`src/rtl/seq_bin_to_ternary.sv`:
```
// seq_bin_to_ternary
// Iterative binary-to-base-3 converter. An unsigned WIDTH-bit value is
// accepted over a valid/ready handshake. The block then produces one base-3
// digit per clock by repeated divide-by-3, least significant digit first.
//
// Ports
//   clk         clock, all state on rising edge
//   rst         synchronous active-high reset
//   in_valid    in_bin valid
//   in_ready    block can accept input (IDLE)
//   in_bin      unsigned value to convert
//   out_valid   result valid (DONE)
//   out_ready   consumer accepts result
//   out_digits  digit k at bits [2k+1:2k], k=0 is the ones digit
//               encoding 00=0, 01=1, 10=2 (11 never produced)
//   out_ovf     input not representable in DIGITS digits; out_digits then
//               holds the input mod 3^DIGITS
//   busy        conversion in progress (CONV)
module seq_bin_to_ternary #(
  parameter int WIDTH      = 16,
  parameter int DIGITS     = 11,
  parameter int EARLY_EXIT = 0
) (
  input  logic                  clk,
  input  logic                  rst,
  input  logic                  in_valid,
  output logic                  in_ready,
  input  logic [WIDTH-1:0]      in_bin,
  output logic                  out_valid,
  input  logic                  out_ready,
  output logic [2*DIGITS-1:0]   out_digits,
  output logic                  out_ovf,
  output logic                  busy
);

  localparam int KW = (DIGITS > 1) ? $clog2(DIGITS) : 1;
  localparam logic [KW-1:0] KLAST = KW'(DIGITS - 1);
  localparam bit EARLY = (EARLY_EXIT != 0);

  typedef enum logic [1:0] {
    S_IDLE = 2'd0,
    S_CONV = 2'd1,
    S_DONE = 2'd2
  } state_t;

  state_t               state_q;
  logic [WIDTH-1:0]     val_q;
  logic [KW-1:0]        k_q;
  logic [2*DIGITS-1:0]  digits_q;
  logic                 ovf_q;

  // Combinational divide-by-3 of the working value; next val and digit.
  logic [WIDTH-1:0]     quo_d;
  logic [WIDTH-1:0]     rem_full;
  logic [1:0]           rem_d;
  logic                 last_d;

  always_comb begin
    quo_d    = val_q / WIDTH'(3);
    rem_full = val_q % WIDTH'(3);
    rem_d    = rem_full[1:0];
    // Stop after the top digit, or as soon as nothing is left to convert
    // when early exit is enabled.
    last_d   = (k_q == KLAST) || (EARLY && (quo_d == '0));
  end

  always_ff @(posedge clk) begin
    if (rst) begin
      state_q  <= S_IDLE;
      digits_q <= '0;
      ovf_q    <= 1'b0;
    end else begin
      case (state_q)
        S_IDLE: begin
          if (in_valid) begin
            val_q    <= in_bin;
            digits_q <= '0;
            k_q      <= '0;
            ovf_q    <= 1'b0;
            state_q  <= S_CONV;
          end
        end
        S_CONV: begin
          // Constant-index write keeps the digit select decode explicit.
          for (int i = 0; i < DIGITS; i++) begin
            if (k_q == KW'(i)) begin
              digits_q[2*i +: 2] <= rem_d;
            end
          end
          val_q <= quo_d;
          k_q   <= k_q + 1'b1;
          if (last_d) begin
            // Anything left in the quotient could not be represented.
            ovf_q   <= (quo_d != '0);
            state_q <= S_DONE;
          end
        end
        S_DONE: begin
          if (out_ready) begin
            state_q <= S_IDLE;
          end
        end
        default: begin
          state_q <= S_IDLE;
        end
      endcase
    end
  end

  // Handshake flags are pure decodes of the state register.
  assign in_ready   = (state_q == S_IDLE);
  assign busy       = (state_q == S_CONV);
  assign out_valid  = (state_q == S_DONE);
  assign out_digits = digits_q;
  assign out_ovf    = ovf_q;

endmodule
```
`config.mk`:
```
export PLATFORM = sky130hd
export DESIGN_NAME = seq_bin_to_ternary
export DESIGN_NICKNAME = d
export VERILOG_FILES = /design/src/rtl/seq_bin_to_ternary.sv
export SDC_FILE = /design/constraint.sdc
export NUM_CORES = 1
export LEC_CHECK = 0
export ABC_AREA = 1
export CAP_MARGIN = 20
export CORE_MARGIN = 3
export CORE_UTILIZATION = 55
export CTS_BUF_LIST = sky130_fd_sc_hd__clkbuf_2 sky130_fd_sc_hd__clkbuf_4 sky130_fd_sc_hd__clkbuf_8
export CTS_CLUSTER_DIAMETER = 60
export DETAILED_ROUTE_END_ITERATION = 6
export PLACE_DENSITY_LB_ADDON = 0.2
export SLEW_MARGIN = 40
export SYNTH_ARGS = -nofsm -noshare
export SYNTH_HDL_FRONTEND = slang
export SYNTH_SLANG_ARGS = --single-unit
```
`constraint.sdc`:
```
create_clock -name clk -period 5.7 [get_ports clk]
set_clock_uncertainty 0.05 [all_clocks]
set_input_delay 1.14 -clock clk [delete_from_list [all_inputs] [get_ports clk]]
set_output_delay 1.14 -clock clk [all_outputs]
set_load 0.005 [all_outputs]
```
## After elaboration in Yosys (flattened, before gate mapping)

Cells that the tools add are included.

- Memories: 0
- Input bits: 20
- Flip-flop bits (word level): 45
- Memory bits (writable): 0
- ROM bits: 0
- Latch bits: 0
- Output and inout port bits: 26
- Logic and storage cells: 85

- Muxes and demuxes: 24
- Add/sub/neg operators: 1
- Magnitude comparators: 0
- Bitwise operators: 1
- Reduce and logical (&&, ||, !) cells: 17
- Multipliers: 0
- Equal/unequal tests: 25
- Divide/modulo/power cells: 2
- Shifts and indexed selects: 0

Operators by type and width:

| kind | count |
|---|---|
| case mux 22 bit (2 select lines) | 1 |
| AND reduction 3 bit | 13 |
| case mux 16 bit (2 select lines) | 1 |
| two-way mux 2 bit | 14 |
| inequality test 2 x 1 -> 1 bit, second input constant | 12 |
| two-way mux 22 bit | 1 |
| divider 16 x 2 -> 16 bit, second input constant | 1 |
| equality test 4 x 3 -> 1 bit, second input constant | 4 |
| remainder unit 16 x 2 -> 16 bit, second input constant | 1 |
| two-way mux 16 bit | 1 |
| nonzero test 16 bit | 1 |
| equality test 4 bit, second input constant | 3 |
| equality test 4 x 2 -> 1 bit, second input constant | 2 |
| case mux 4 bit (2 select lines) | 1 |
| case mux 2 bit (3 select lines) | 1 |
| adder 4 x 1 -> 4 bit, second input constant | 1 |
| equality test 4 x 1 -> 1 bit, second input constant | 1 |
| logical NOT 4 bit | 1 |
| two-way mux 4 bit | 1 |
| equality test 2 x 1 -> 1 bit, second input constant | 1 |
| equality test 2 bit, second input constant | 1 |
| logical NOT 2 bit | 1 |
| two-way mux 1 bit | 2 |
| inequality test 2 bit, second input constant | 1 |
| 3 further kinds | 3 |

## Depth between registers and ports, before layout

- Depth in word-level cells: 4
- Mapped depth: 52
- Gate-level depth less buffers: 51

## Worst setup path after synthesis

Ideal clock, no wire load.

- Path type: register to register
- From: register val_q[14]
- To: register digits_q[10], in the netlist out_digits[10]
- Clock period less this slack: 4.613 ns
- Cell stages (with the launch flop): 49
- Data required time: 5.580 ns
- Library setup time: 0.070 ns
- Setup slack: 1.087 ns
- Arrival time: 4.493 ns
- Path buffers: 1
- Path through: edfxtp_1 inv_2 nand3_2 nand2_1 inv_2 o21ai_2 nand2_1 nand2_1 nand4_2 nand2_1 nand2_1 nand2_1 o21ai_2 nand2_2 inv_2 o21bai_2 nand2_1 a21oi_1 [13 not listed] nor2_1 ha_1 inv_1 nand2_2 inv_2 nand2_2 nand2_1 nand2_1 inv_1 ha_1 inv_1 o21ai_1 nor2_4 nand3_2 nand2_1 nand3_2 buf_6 a21oi_1

- Cells in the longest elaborated chain, start to end: 3

RTL lines:

| element | RTL line | text |
|---|---|---|
| start, declared | 47 | `logic [WIDTH-1:0] val_q;` |
| start signal, assigned | 76 | `val_q <= in_bin;` |
| start signal, assigned | 90 | `val_q <= quo_d;` |
| remainder unit 16 x 2 -> 16 bit | 60 | `rem_full = val_q % WIDTH'(3);` |
| two-way mux 2 bit | 86 | `if (k_q == KW'(i)) begin` |
| case mux 22 bit (2 select lines) | 73 | `case (state_q)` |
| end signal, assigned by index | 87 | `digits_q[2*i +: 2] <= rem_d;` |
| end, declared | 49 | `logic [2*DIGITS-1:0] digits_q;` |

Every way passes these cells. The select of a mux whose other input is x is not followed.
A chain may end at the register's enable or synchronous reset.

## Final worst setup path

- From: register val_q[14]
- To: register digits_q[16], in the netlist out_digits[16]

Same word-level chain as after synthesis.

==> results.ini <==
[setup_path]
r2r_cells = 45
criticalPathCategory = reg -> reg
cpMostUsedCell = nand2_2
cp.arrival_ns = 5.55
crit_path_end = out_digits[16]
crit_path_start = val_q[14]
crit_fanout = 5
worst-r2r-setup-slack_ns = 0.29
critPathCaptureType = flip-flop
cp-start-kind = flip-flop
rr_startpoint = val_q[14]
cp.required_ns = 5.83
critPathMaxStageDelay_ns = 0.46
r2r_end = out_digits[16]
critPathSlowestCell = edfxtp_1

[routing]
wirelength_um = 6590
drt_iter0_markers = 116
route.met3.wl_um = 280
num_vias = 2544
topRoutingLayerUsed = met4
dr_wl_met2_um = 3410
viasPerCell = 5.60
first_pass_iters = 4
wl_per_cell_um = 14.5
drcViolationCount = 0
ant_nets = 0
met1Wirelength_um = 2800

[die]
rows = 24
die_width_um = 75.6
ioPinCount = 46
design.core.area_um2 = 4500
dieHeight_um = 75.6
start_util_pct = 59.2
die_area_um2 = 5720

[placed_design]
numPortBuffers = 45
dp_cells = 440
place_hpwl_um = 4470
gp_congestion = 0.847

[synthesis]
yosys.area_share.simple_pct = 26.6
synthCells = 350
synth_nets = 376
synth_area_leader_cell = edfxtp_1
synth_top_area_share_pct = 22.5
synth_cell_type_count = 33
synth-warning-count = 0
seq_area_frac_synth_pct = 41.3
synth_top_family_by_area = simple AND/OR/NAND/NOR gates
synth.avg_cell_area_um2 = 7.61
synth_compound_area_share_pct = 19.8
synthTopCellsByArea = edfxtp_1 23%, dfxtp_1 19%, nand2_1 10%
synthXorXnorAreaFrac_pct = 0.329
ys_ff_latch = 45
syn_area_um2 = 2670
synth_mux_area_share_pct = 0
synthAdderAreaFrac_pct = 2.82

[clocking]
clock_path_buffers = 2
clkTransAtPathRegs_ns = 0.09
ctsHoldBuffers = 0
numCtsBuffers = 5
cts_htree_levels = 2
clk_latency_ns = 0.30
cts.sinks = 45
tritoncts = built
cts_root_buf = clkbuf_8

[global_routing]
antenna_found_initial = 0
overflow = 0
grt_pass1_vias = 2229
grt_max_degree = 23
gr-usage-all-layers_pct = 21.7
grt_pass1_wl_um = 9650

[final_layout]
final_core_util_pct = 77.3
final_cell_mix = 56 x nand2_1, 45 x clkdlybuf4s50_1, 44 x inv_1, 44 x o21ai_0, 26 x nand2_2
fin_cells = 454
fin_nets = 427
insertedDiodeCount = 0
syn_to_final_growth_pct = 30.7
layout_commonest_cell = nand2_1
drive_above_1_share_pct = 23.1

[power]
ir_drop_mv = 0.203
powerDensity_nw_per_um2 = 309
leakage_nw = 1.49

[status]
status = complete, no violations

[sta]
hold_viol_final = 0
max_freq_mhz = 185
drv_slew = 0
relSlewSlack_pct = 59.3
layout_min_cycle_time_ns = 5.41
worst_slew_pin_slew_ns = 0.610
setup_viol = 0
min_period_over_period_pct = 95.0

[min_path]
holdPathStages = 2
hp-class = reg -> reg

[flow_run]
maxCapViolCount = 0

[critical path: cells and delay by family (launching register included)]
kind | cells | cell delay, ns
simple gates | 22 | 2.30
compound gates | 10 | 1.37
buf+inv | 11 | 0.77
flops | 1 | 0.46
fa+ha+maj | 2 | 0.35
[logic make-up after synthesis]
family / after synthesis
xor+xnor: 1
compound gates: 94
flops: 45
fa+ha+maj: 6
buf+inv: 60
simple gates: 144
[registers in the layout, summed over array words and instances (netlist names)]
signal and cells:
state_q 2, out_digits 22, out_ovf 1, val_q 16, k_q 4
[area by class of cell]
cell class | instances | area [µm²]
fillers | 340 | 1020
repair buffers | 51 | 495
well taps | 52 | 65.1
clock buffers | 5 | 68.8
flip-flops and latches | 45 | 1100
inverters | 51 | 191
multi-input cells | 247 | 1540
clock inverters | 3 | 23.8
[metal layers]
metal | global-route usage, % | vias up
met2 | 36.4 | 74
met5 | 0 | -
met1 | 28.6 | 1192
met4 | 6.99 | 0
li1 | - | 1269
met3 | 3.43 | 9
[power by group]
group / internal (mW) / switching (mW) / total, mW
registers: 0.373 / 0.0234 / 0.397
logic: 0.176 / 0.305 / 0.481
clock network: 0.0888 / 0.111 / 0.200
total: 0.638 / 0.440 / 1.08
[cells in the mapped netlist (all sizes together)]
library cell   n
nor3           2
nand3         29
buf            4
nand3b         1
o2111ai        1
nor2          24
dfxtp         25
o31ai          1
nand2         83
or2            1
xnor2          1
o21bai         1
a31oi          5
ha             6
nand4          3
o21ai         55
or4            1
clkbuf         5
edfxtp        20
a21oi         31
inv           51
[worst min path at each step]
stage,startpoint,to
final,out_ovf,out_ovf
after global routing,out_ovf,out_ovf
after CTS,out_ovf,out_ovf
after detailed placement,out_ovf,out_ovf
after global placement,out_ovf,out_ovf
after floorplan,out_ovf,out_ovf
[repair_timing]
action	CTS	global route
gates resized for setup	0	46
buffers inserted	0	4
setup endpoints to repair	0	24
[stage by stage]
| step | cell area [µm²] | total power [mW] | hold slack, ns | TNS, ns | setup WS (ns) |
|---|---|---|---|---|---|
| 6_report | 3480 | 1.08 | 0.444 | 0 | 0.286 |
| 5_1_grt | 3480 | 1.15 | 0.523 | -1.69 | -0.0991 |
| 4_1_cts | 3240 | 0.986 | 0.441 | 0 | 0.273 |
| 3_5_place_dp | 3140 | 0.788 | 0.425 | 0 | 0.308 |
| 3_3_place_gp | 3140 | 0.774 | 0.419 | 0 | 0.607 |
| 2_1_floorplan | 2670 | 0.686 | 0.404 | 0 | 1.09 |
Note: power is estimated with default switching activity, not from simulation.
